**src/rtl/req_pending_if.sv**
```systemverilog
// Bundles the request/acknowledge/overflow signals between the request capture
// stage and its consumer (priority encoder plus debug logic).
interface req_pending_if #(
  parameter int N_REQ = 16,
  parameter int CNT_W = 8
);
  logic             ena;
  logic [N_REQ-1:0] req_in;
  logic [N_REQ-1:0] mask;
  logic             ack_valid;
  logic [3:0]       ack_idx;
  logic             ovf_clr;
  logic [N_REQ-1:0] pending_out;
  logic             any_pending;
  logic             ovf_flag;
  logic [CNT_W-1:0] ovf_cnt;

  modport master (
    output ena, req_in, mask, ack_valid, ack_idx, ovf_clr,
    input  pending_out, any_pending, ovf_flag, ovf_cnt
  );

  modport slave (
    input  ena, req_in, mask, ack_valid, ack_idx, ovf_clr,
    output pending_out, any_pending, ovf_flag, ovf_cnt
  );
endinterface

```
**src/rtl/req_pending_latch.sv**
```systemverilog
// Request capture for the 16-input priority encoder: edge-detects requests into sticky
// pending bits retired by ack_idx. Optional input synchroniser enabled by macro REQ_SYNC_EN.
module req_pending_latch #(
  parameter int N_REQ       = 16,
  parameter int SYNC_STAGES = 2,
  parameter int CNT_W       = 8
) (
  input  logic         clk,
  input  logic         rst_n,
  req_pending_if.slave bus
);

  logic [N_REQ-1:0] req_s;
  logic [N_REQ-1:0] req_prev_p1;
  logic [N_REQ-1:0] pending_p1;
  logic [N_REQ-1:0] rise;
  logic [N_REQ-1:0] clr;
  logic             lost;
  logic [CNT_W-1:0] ovf_cnt_p1;
  logic             ovf_flag_p1;

  if (SYNC_STAGES < 2) begin : g_bad_cfg
    $error("SYNC_STAGES must be at least 2");
  end

  function automatic logic [CNT_W-1:0] sat_inc(input logic [CNT_W-1:0] c);
    return (c == {CNT_W{1'b1}}) ? c : c + CNT_W'(1);
  endfunction

`ifdef REQ_SYNC_EN
  logic [N_REQ-1:0] sync_p0 [SYNC_STAGES];

  // Synchroniser stage: req_in crosses into clk through SYNC_STAGES flops
  always_ff @(posedge clk or negedge rst_n) begin
    if (!rst_n) begin
      for (int i = 0; i < SYNC_STAGES; i++) sync_p0[i] <= '0;
    end else if (bus.ena) begin
      sync_p0[0] <= bus.req_in;
      for (int i = 1; i < SYNC_STAGES; i++) sync_p0[i] <= sync_p0[i-1];
    end
  end

  assign req_s = sync_p0[SYNC_STAGES-1];
`else
  assign req_s = bus.req_in;
`endif

  // Out-of-range indices shift the one-hot past the top bit, so they clear nothing
  always_comb begin
    clr = '0;
    if (bus.ack_valid) clr = {{(N_REQ-1){1'b0}}, 1'b1} << bus.ack_idx;
  end

  assign rise = req_s & ~req_prev_p1;
  assign lost = |(rise & pending_p1 & ~clr);

  // Capture stage: edge history, sticky pending bits and overflow tracking
  always_ff @(posedge clk or negedge rst_n) begin
    if (!rst_n) begin
      req_prev_p1 <= '0;
      pending_p1  <= '0;
      ovf_cnt_p1  <= '0;
      ovf_flag_p1 <= 1'b0;
    end else if (bus.ena) begin
      req_prev_p1 <= req_s;
      pending_p1  <= (pending_p1 & ~clr) | rise;
      if (bus.ovf_clr) begin
        ovf_cnt_p1  <= lost ? CNT_W'(1) : '0;
        ovf_flag_p1 <= lost;
      end else if (lost) begin
        ovf_cnt_p1  <= sat_inc(ovf_cnt_p1);
        ovf_flag_p1 <= 1'b1;
      end
    end
  end

  assign bus.pending_out = pending_p1 & ~bus.mask;
  assign bus.any_pending = |bus.pending_out;
  assign bus.ovf_cnt     = ovf_cnt_p1;
  assign bus.ovf_flag    = ovf_flag_p1;

endmodule

```
**src/flat_wrapper.sv**
```systemverilog
// flat-port wrapper written by rule: the top's interface ports become plain ports
module req_pending_latch_flat 
#(
  parameter int N_REQ       = 16,
  parameter int SYNC_STAGES = 2,
  parameter int CNT_W       = 8
)
  (clk, rst_n, bus_ena, bus_req_in, bus_mask, bus_ack_valid, bus_ack_idx, bus_ovf_clr, bus_pending_out, bus_any_pending, bus_ovf_flag, bus_ovf_cnt);
  req_pending_if #(.N_REQ(N_REQ), .CNT_W(CNT_W)) bus_i ();
  input  logic clk;
  input  logic rst_n;
  input wire logic [$bits(bus_i.ena)-1:0] bus_ena;
  input wire logic [$bits(bus_i.req_in)-1:0] bus_req_in;
  input wire logic [$bits(bus_i.mask)-1:0] bus_mask;
  input wire logic [$bits(bus_i.ack_valid)-1:0] bus_ack_valid;
  input wire logic [$bits(bus_i.ack_idx)-1:0] bus_ack_idx;
  input wire logic [$bits(bus_i.ovf_clr)-1:0] bus_ovf_clr;
  output wire logic [$bits(bus_i.pending_out)-1:0] bus_pending_out;
  output wire logic [$bits(bus_i.any_pending)-1:0] bus_any_pending;
  output wire logic [$bits(bus_i.ovf_flag)-1:0] bus_ovf_flag;
  output wire logic [$bits(bus_i.ovf_cnt)-1:0] bus_ovf_cnt;
  assign bus_i.ena = bus_ena;
  assign bus_i.req_in = bus_req_in;
  assign bus_i.mask = bus_mask;
  assign bus_i.ack_valid = bus_ack_valid;
  assign bus_i.ack_idx = bus_ack_idx;
  assign bus_i.ovf_clr = bus_ovf_clr;
  assign bus_pending_out = bus_i.pending_out;
  assign bus_any_pending = bus_i.any_pending;
  assign bus_ovf_flag = bus_i.ovf_flag;
  assign bus_ovf_cnt = bus_i.ovf_cnt;
  req_pending_latch #(.N_REQ(N_REQ), .SYNC_STAGES(SYNC_STAGES), .CNT_W(CNT_W)) u_core (.clk(clk), .rst_n(rst_n), .bus(bus_i));
endmodule
```
**config.mk**
```make
export PLATFORM = sky130hd
export DESIGN_NAME = req_pending_latch_flat
export DESIGN_NICKNAME = d
export VERILOG_FILES = /design/src/rtl/req_pending_if.sv /design/src/rtl/req_pending_latch.sv /design/src/flat_wrapper.sv
export SDC_FILE = /design/constraint.sdc
export NUM_CORES = 1
export LEC_CHECK = 0
export CAP_MARGIN = 20
export CORE_MARGIN = 1
export CORE_UTILIZATION = 43
export CTS_CLUSTER_DIAMETER = 150
export CTS_CLUSTER_SIZE = 10
export DETAILED_ROUTE_END_ITERATION = 6
export GPL_ROUTABILITY_DRIVEN = 0
export HOLD_SLACK_MARGIN = 0.05
export PLACE_DENSITY = 0.76
export SYNTH_ARGS = -nofsm -noshare
export SYNTH_HDL_FRONTEND = slang
export SYNTH_SLANG_ARGS = --single-unit
```
**constraint.sdc**
```tcl
create_clock -name clk -period 2.2 [get_ports clk]
set_clock_uncertainty 0.1 [all_clocks]
set_input_delay 0.33 -clock clk [delete_from_list [all_inputs] [get_ports clk]]
set_output_delay 0.33 -clock clk [all_outputs]
set_load 0.02 [all_outputs]
```
# [Word level (Yosys, flattened, before mapping)]
# Index checks and enable logic that the tools add are counted.
[totals] register_bits=41 latch_bits=0 ram_bits=0 mem_bits_ro=0 inputBits=41 output_inout_bits=26 elab_cells=29 memories=0
[op_classes] add_sub_neg=1 mul=0 n_div=0 magnitude_cmp=0 eq_ne=2 shift=1 n_mux=7 bitwise_logic=9 reduce_logical=5
[ops] cell="bitwise AND 16 bit" n=5
[ops] cell="NOT 16 bit" n=3
[ops] cell="OR reduction 16 bit" n=2
[ops] cell="two-way mux 8 bit" n=3
[ops] cell="two-way mux 16 bit" n=1
[ops] cell="OR 16 bit" n=1
[ops] cell="<< shifter 1 x 4 -> 16 bit (first input constant)" n=1
[ops] cell="adder 8 x 1 -> 8 bit (second input constant)" n=1
[ops] cell="equality test 8 bit (second input constant)" n=1
[ops] cell="two-way mux 1 bit" n=3
[ops] cell="AND reduction 3 bit" n=1
[ops] cell="!= test 2 bit (second input constant)" n=1
[ops] cell="AND reduction 2 bit" n=1
[ops] cell="nonzero test 2 bit" n=1

# [Depth between registers and ports, before layout]
# Gate-level depths: netlist of run 1.
[logic_depth] ltp_word=7 mapped_depth=10 ltp_nobuf=8

# [Worst setup path before layout of run 1]
# Ideal clock, no wire load.
[synth_path] kind="input to register" start="input port bus_ack_idx[3]" end="register u_core.ovf_cnt_p1[0] (netlist: u_core.bus.ovf_cnt[0])" setup_ns=0.092 arrival_time_ns=2.170 t_required_ns=2.008 setup_slack_ns=-0.162 cell_stages=9 n_path_buf=3 cell_sequence="buf_2 and4b_1 o211ai_1 a221o_1 or4_4 buf_6 buf_6 and2_4 o31ai_2"
[synth_between] elab_chain_cells=7 word_cells_on_any_way=9 classes_between="shift: 1; mux: 3; bitwise: 2; reduce/logical: 3"
[synth_lines] item="from (decl)" line="flat_wrapper.sv:16" text="input wire logic [$bits(bus_i.ack_idx)-1:0] bus_ack_idx;"
[synth_lines] item="<< shifter 1 x 4 -> 16 bit (*)" line="req_pending_latch.sv:51" text="if (bus.ack_valid) clr = {{(N_REQ-1){1'b0}}, 1'b1} << bus.ack_idx;"
[synth_lines] item="two-way mux 16 bit (*)" line="req_pending_latch.sv:51"
[synth_lines] item="NOT 16 bit (*)" line="req_pending_latch.sv:55" text="assign lost = |(rise & pending_p1 & ~clr);"
[synth_lines] item="bitwise AND 16 bit (*)" line="req_pending_latch.sv:55"
[synth_lines] item="OR reduction 16 bit (*)" line="req_pending_latch.sv:55"
[synth_lines] item="nonzero test 2 bit (no line) / two-way mux 1 bit (equally long branches)"
[synth_lines] item="AND reduction 3 bit (no line) / two-way mux 8 bit (equally long branches)"
[synth_lines] item="to (signal assigned)" line="req_pending_latch.sv:68" text="ovf_cnt_p1 <= lost ? CNT_W'(1) : '0;"
[synth_lines] item="to (signal assigned)" line="req_pending_latch.sv:71" text="ovf_cnt_p1 <= sat_inc(ovf_cnt_p1);"
[synth_lines] item="to (decl)" line="req_pending_latch.sv:19" text="logic [CNT_W-1:0] ovf_cnt_p1;"
# Every way passes the cells marked *; elsewhere a longest branch is shown, timed or not.
# A chain may end at the register's enable or synchronous reset.

# [Final worst setup path of run 1]
[layout_path] start="register u_core.pending_p1[15]" end="register u_core.ovf_cnt_p1[2] (netlist: u_core.bus.ovf_cnt[2])"
[layout_between] elab_chain_cells=5
[layout_lines] item="from (decl)" line="req_pending_latch.sv:15" text="logic [N_REQ-1:0] pending_p1;"
[layout_lines] item="from (signal assigned)" line="req_pending_latch.sv:66" text="pending_p1 <= (pending_p1 & ~clr) | rise;"
[layout_lines] item="bitwise AND 16 bit (2 in series)" line="req_pending_latch.sv:55"
[layout_lines] item="OR reduction 16 bit" line="req_pending_latch.sv:55"
[layout_lines] item="nonzero test 2 bit (no line)"
[layout_lines] item="AND reduction 3 bit (no line)"
# Every way passes these cells.

==> out/metrics.yaml, run 1 <==
detailed_routing:
  drt-initial-drc-count: 198
  drc_errors: 0
  vias_per_cell: 5.561
  vias: 2519
  drt_pass1_iterations: 5
  antenna_violating_nets_post_route: 0
  post_drt_wl_per_cell_microns: 15.11
  route.final.wire_length_microns: 6844
timing:
  hold_viol: 0
  rsz0062_at_grt: "yes"
  tightest_slew_ns: 0.5328
  layout_min_cycle_time_ns: 2.265
  slew_headroom_pct: 64.48
  min_period_over_period_pct: 102.9
  final-max-slew-violation-count: 0
  fmax_mhz: 441.6
  finalSetupTns_ns: -0.1988
  postLayoutSetupSlackWorst_ns: -0.06460
  setup-violations-final: 5
clock_tree:
  cts-root-buf: "sky130_fd_sc_hd__clkbuf_8"
  clock_tree.htree_level_count: 2
  cts_tree: "yes"
  skew_pair_late_insertion_delay_ns: 0.30
  numCtsBuffers: 5
  clkSlewWorstSetupHoldPaths_ns: 0.08
  clock_tree.buffer_depth: 2
  number_of_sinks_driven_by_the_clock_tree: 41
grt:
  maximum_number_of_pins_on_one_net_before_global_route_repair: 42
  grt_overflow: 0
  grt_pass1_vias: 2261
  grt_antenna_before_repair: 0
  grt_first_pass_wirelength_microns: 10740
  total_routing_usage_reported_by_global_routing_pct: 23.21
cells_and_area:
  fillers: 424
  finish.utilization_pct: 69.54
  synthToLayoutAreaGrowth_pct: 52.73
  multiInputGateArea_sq_um: 1246
  num_antenna_cells: 0
  final_layout_size_suffix_gt1_share_pct: 25.59
  layout.nets: 424
  regArea_sq_um: 1026
worst_setup_path:
  crit_fanout: 6
  worstPathArrival_ns: 2.38
  worstPathRequired_ns: 2.31
  crit_path_end_kind: "flop"
  crit_path_start_kind: "flop"
  critPathKind: "reg -> reg"
synth:
  synth_top_family_by_area: "simple AND/OR/NAND/NOR gates"
  post_synth_instance_area_sq_um: 2385
  synth_top_area_share_pct: 43.02
  post_synth_num_cell_types: 45
  async_flop_share_pct: 100.0
  yosys.area.top_type: "sky130_fd_sc_hd__dfrtp_1"
  number_of_enable_type_register_cells_in_the_synthesized_netlist: 0
  synth_area_per_cell_sq_um: 9.137
  synth-simple-area-share_pct: 28.33
  synth_fp_nets: 303
  synth_seq_cells: 41
  synth-compound-area-share_pct: 19.41
  synth_xor_area_share_pct: 0
  yosysWarningCount: 0
  synth_sequential_area_ratio_pct: 43.02
  synth.cells.most_frequent: "41 x sky130_fd_sc_hd__dfrtp_1, 32 x sky130_fd_sc_hd__nand2_1, 20 x sky130_fd_sc_hd__inv_1"
  synthFlopType: "sky130_fd_sc_hd__dfrtp_1"
  synth_adder_area_share_pct: 0.5247
  synth_mux_area_share_pct: 2.361
  synthCells: 261
  synth.most_common_cell: "sky130_fd_sc_hd__dfrtp_1"
  synth_area_leaders: "sky130_fd_sc_hd__dfrtp_1 43%, sky130_fd_sc_hd__nand2_1 5.0%, sky130_fd_sc_hd__nor2b_1 5.0%"
die:
  die_width_microns: 76.47
  die-area_sq_um: 5848
  ios: 67
  initial_core_util_pct: 45.53
  die_y_microns: 76.47
  coreArea_sq_um: 5238
  std_cell_rows: 26
min_path:
  hold_class: "in -> reg"
placed_design:
  numPortBuffers: 66
  post_dp_hpwl_microns: 4820
pwr:
  power.leakage_nw: 1.569
  power_density_nw_per_um2: 575.6
  peakVddDrop_uv: 462.2
outcome:
  violations: "negative setup slack"
  run_status: "finished with violations"
flow_run:
  max_cap_violations: 0
[critical path, stage by stage, from the launching register on]
cell                       delay [ns]
sky130_fd_sc_hd__dfrtp_1         0.38
sky130_fd_sc_hd__nand3b_1        0.16
sky130_fd_sc_hd__buf_4           0.16
sky130_fd_sc_hd__o22ai_1         0.08
sky130_fd_sc_hd__nor2_1          0.11
sky130_fd_sc_hd__nand4_1         0.08
sky130_fd_sc_hd__or4_4           0.60
sky130_fd_sc_hd__buf_6           0.16
sky130_fd_sc_hd__a311o_1         0.25
sky130_fd_sc_hd__o211ai_1        0.08
[logic make-up (layout without fill, tap and decap cells)]
group,after synthesis,after routing
compound gates,61,61
simple gates,118,118
mux,5,5
buf+inv,35,157
fa+ha+maj,1,1
flops,41,41
[sequential cells by signal, indices dropped and copies added, names as in the netlist]
register / count
u_core.bus.ovf_flag: 1
u_core.req_prev_p1: 16
u_core.bus.ovf_cnt: 8
u_core.pending_p1: 16
[cells in the final DEF (no fill, tap or decap), drive strengths merged, types with 4 or more instances in the layout]
cell type	instances
nor4	4
a31oi	6
o211ai	4
inv	20
a21oi	6
a32o	11
clkdlybuf4s15	4
clkbuf	7
nand3	10
dlygate4sd2	7
nand4	8
buf	65
nand3b	15
nor2	10
mux2	5
dfrtp	41
nor2b	20
o21ai	14
clkdlybuf4s50	49
nand2	32
[final timing paths]
kind                                                   startpoint                                end  slack, ns  cells after the start
worst max-delay path            u_core.pending_p1[15]$_DFFE_PN0P_  u_core.bus.ovf_cnt[2]$_DFFE_PN0P_      -0.06                      9
worst max register to register  u_core.pending_p1[15]$_DFFE_PN0P_  u_core.bus.ovf_cnt[2]$_DFFE_PN0P_      -0.06                      9
max in group asynchronous                                   rst_n  u_core.pending_p1[15]$_DFFE_PN0P_       1.11                      3
worst min-delay path                                bus_req_in[9]  u_core.req_prev_p1[9]$_DFFE_PN0P_       0.22                      3
worst min register to register  u_core.req_prev_p1[3]$_DFFE_PN0P_  u_core.req_prev_p1[3]$_DFFE_PN0P_       0.41                      1
min in group asynchronous                                   rst_n  u_core.bus.ovf_cnt[0]$_DFFE_PN0P_       0.52                      3
[per-stage QoR]
stage	hold WS (ns)	cells	instance area [sq um]	total power [mW]	setup slack, ns
after floorplan	-0.06559	261	2402	1.228	-0.07227
after global routing	0.2379	453	3642	2.193	-0.1268
after CTS	0.3220	449	3591	2.069	-0.07344
after detailed placement	0.3267	429	3401	1.575	-0.6717
after global placement	0.3202	429	3401	1.559	-0.6514
final	0.2222	453	3642	2.097	-0.06460
[area by class of cell]
| type | instances | area share [%] |
|---|---|---|
| repair buffers | 129 | 30.88 |
| multi-input cells | 185 | 34.22 |
| inverters | 20 | 2.061 |
| flip-flops and latches | 41 | 28.17 |
| clock buffers | 6 | 1.992 |
| well taps | 70 | 2.405 |
| clock inverters | 2 | 0.2748 |
[metal layers]
layer  up-vias  global-route usage [%]  wire [microns]
li1       1198                       -               -
met3         7                   4.671             420
met1      1206                   30.27            2943
met5         -                       0               0
met2       108                   38.74            3379
met4         0                   6.923             101
[timing repair]
item,4_1_cts,5_1_grt
buffers inserted,11,4
resized for setup,30,11
endpoints found under the hold margin,41,0
hold buffers,1,0
endpoints found under the setup margin,10,10
pin swaps,14,11
[power by group]
group	switching [mW]	internal [mW]
Clock	0.270	0.220
Sequential	0.0655	0.833
Combinational	0.330	0.378
Total	0.665	1.43
Power figures use the tool's default switching activity.
==> run 2, diff against run 1 <==
HOLD_SLACK_MARGIN = 0.08   (was 0.05)
clock period = 1.9 ns   (was 2.2 ns; I/O delays follow)
==> out/metrics.yaml, run 2 (same netlist as run 1, synthesis figures left out) <==
worst_setup_path:
  r2r-start: "u_core.pending_p1[5]$_DFFE_PN0P_"
  critPathKind: "reg -> reg"
  worstPathArrival_ns: 2.45
  ff2ff_path_depth: 7
  critPathLaunch: "u_core.pending_p1[5]$_DFFE_PN0P_"
  worstPathRequired_ns: 1.98
  crit_path_end_kind: "flop"
  r2r-end: "u_core.bus.ovf_cnt[0]$_DFFE_PN0P_"
  ff2ff_setup_slack_ns: -0.47
  crit_fanout: 8
  crit_path_start_kind: "flop"
  crit_path_end: "u_core.bus.ovf_cnt[0]$_DFFE_PN0P_"
grt:
  grt_overflow: 0
  grt_pass1_vias: 2619
  maximum_number_of_pins_on_one_net_before_global_route_repair: 42
  total_routing_usage_reported_by_global_routing_pct: 26.45
  grt_first_pass_wirelength_microns: 12320
  grt_antenna_before_repair: 0
pwr:
  peakVddDrop_uv: 477.1
  netSwitchingFraction_pct: 30.61
  pwr-share-comb_pct: 34.1
  seq_power_share_pct: 38.5
  switching_power_mw: 0.8241
  power.clock.fraction_pct: 27.5
  power_density_nw_per_um2: 688.5
  p_int_mw: 1.868
  power.leakage_nw: 1.728
detailed_routing:
  drt_pass1_iterations: 5
  route.final.wire_length_microns: 7763
  drc_errors: 0
  post_drt_wl_per_cell_microns: 16.45
  drt-initial-drc-count: 185
  vias_per_cell: 5.614
  vias: 2650
  antenna_violating_nets_post_route: 0
clock_tree:
  clock_tree.buffer_depth: 2
  clock_tree.htree_level_count: 2
  number_of_sinks_driven_by_the_clock_tree: 41
  cts-root-buf: "sky130_fd_sc_hd__clkbuf_8"
  clkSlewWorstSetupHoldPaths_ns: 0.08
  numCtsBuffers: 5
  cts_tree: "yes"
  skew_pair_late_insertion_delay_ns: 0.30
timing:
  layout_min_cycle_time_ns: 2.367
  tightest_slew_ns: 0.5307
  setup-violations-final: 10
  rsz0062_at_grt: "yes"
  min_period_over_period_pct: 124.6
  final-max-slew-violation-count: 0
  fmax_mhz: 422.5
  hold_viol: 0
  postLayoutSetupSlackWorst_ns: -0.4666
  final_hold_slack_ns: 0.2398
  slew_headroom_pct: 64.62
die:
  coreArea_sq_um: 5238
  die_y_microns: 76.47
  die-area_sq_um: 5848
  ios: 67
  std_cell_rows: 26
  die_width_microns: 76.47
  initial_core_util_pct: 45.53
cells_and_area:
  layout.nets: 443
  layout_commonest_cell: "sky130_fd_sc_hd__buf_4"
  fillers: 385
  layout_common_cells: "77 x sky130_fd_sc_hd__buf_4, 41 x sky130_fd_sc_hd__dfrtp_1, 38 x sky130_fd_sc_hd__clkdlybuf4s50_1, 32 x sky130_fd_sc_hd__nand2_1, 20 x sky130_fd_sc_hd__inv_1"
  num_antenna_cells: 0
  final_layout_size_suffix_gt1_share_pct: 31.34
  synthToLayoutAreaGrowth_pct: 63.96
  finish.utilization_pct: 74.65
outcome:
  run_status: "finished with violations"
  violations: "negative setup slack"
placed_design:
  post_dp_hpwl_microns: 5065
  numPortBuffers: 66
flow_run:
  max_cap_violations: 0
min_path:
  hold_class: "in -> reg"
  instance_count_along_the_most_critical_hold_path: 4
-- run 2: cell types whose count changed in the layout (fill, tap and decap cells not counted), moves of 2 or more --
| cell | before | now |
|---|---|---|
| sky130_fd_sc_hd__buf_4 | 60 | 77 |
| sky130_fd_sc_hd__a31oi_1 | 6 | 3 |
| sky130_fd_sc_hd__clkinv_2 | 2 | 0 |
| sky130_fd_sc_hd__a31oi_2 | 0 | 2 |
| sky130_fd_sc_hd__buf_6 | 2 | 4 |
| sky130_fd_sc_hd__clkdlybuf4s15_2 | 4 | 1 |
| sky130_fd_sc_hd__clkdlybuf4s50_1 | 49 | 38 |
| sky130_fd_sc_hd__dlygate4sd2_1 | 7 | 19 |
| sky130_fd_sc_hd__clkdlybuf4s15_1 | 0 | 2 |
| sky130_fd_sc_hd__nor2b_4 | 1 | 3 |
-- run 2: timing repair --
action | 4_1_cts | 5_1_grt
endpoints found under the hold margin | 41 | 0
pin swaps | 14 | 16
setup buffers | 10 | 3
cloned | 1 | 0
resized for setup | 44 | 25
hold buffers | 1 | 0
setup endpoints to repair | 26 | 10
-- run 2: layout make-up --
class,count,area [sq um],share of cell area (%)
Multi-Input combinational cell,186,1361,34.82
Timing Repair Buffer,147,1244,31.81
Sequential cell,41,1026,26.24
Tap cell,70,87.58,2.240
Clock buffer,7,86.33,2.208
Inverter,20,75.07,1.920
Clock inverter,1,30.03,0.7680
-- run 2: worst min-delay path by stage --
stage | from | to | slack (ns)
2_1_floorplan | rst_n | u_core.bus.ovf_cnt[0]$_DFFE_PN0P_ | -0.11
4_1_cts | bus_req_in[14] | u_core.pending_p1[14]$_DFFE_PN0P_ | 0.28
3_3_place_gp | rst_n | u_core.bus.ovf_cnt[3]$_DFFE_PN0P_ | 0.28
3_5_place_dp | rst_n | u_core.bus.ovf_cnt[5]$_DFFE_PN0P_ | 0.28
5_1_grt | bus_req_in[5] | u_core.req_prev_p1[5]$_DFFE_PN0P_ | 0.31
6_report | bus_req_in[5] | u_core.req_prev_p1[5]$_DFFE_PN0P_ | 0.24
-- run 2: routing by layer --
| metal | up-vias | track usage (%) | routed length (microns) |
|---|---|---|---|
| li1 | 1241 | - | - |
| met1 | 1264 | 32.67 | 3125 |
| met2 | 120 | 45.86 | 3986 |
| met3 | 25 | 4.311 | 471 |
| met4 | 0 | 10.38 | 180 |
| met5 | - | 0 | 0 |
-- run 2: power groups by stage --
stage          Sequential (mW)  Clock [mW]  Combinational, mW
3_5_place_dp              1.05           0              0.831
5_1_grt                   1.05       0.775              0.987
3_3_place_gp              1.04           0              0.813
4_1_cts                   1.03       0.734              0.867
2_1_floorplan             1.08           0              0.345
6_report                  1.04       0.739              0.918
-- run 2: critical path, cell delays in order (launching register included) --
cell and delay (ns):
sky130_fd_sc_hd__dfrtp_1 0.38, sky130_fd_sc_hd__nand3b_1 0.26, sky130_fd_sc_hd__a32oi_2 0.19, sky130_fd_sc_hd__a41o_1 0.25, sky130_fd_sc_hd__or4_4 0.62, sky130_fd_sc_hd__buf_4 0.17, sky130_fd_sc_hd__a22oi_2 0.17, sky130_fd_sc_hd__o31ai_4 0.10
-- run 2: through the flow --
stage	cells	setup WS [ns]	cell area, sq um	total power [mW]	TNS (ns)
floorplan	261	-0.3273	2402	1.422	-2.496
global placement	450	-0.8896	3558	1.856	-9.270
detailed placement	450	-0.9310	3558	1.877	-9.670
CTS	470	-0.4101	3794	2.630	-3.237
global route	472	-0.5755	3910	2.810	-4.953
finish	472	-0.4666	3910	2.692	-3.898
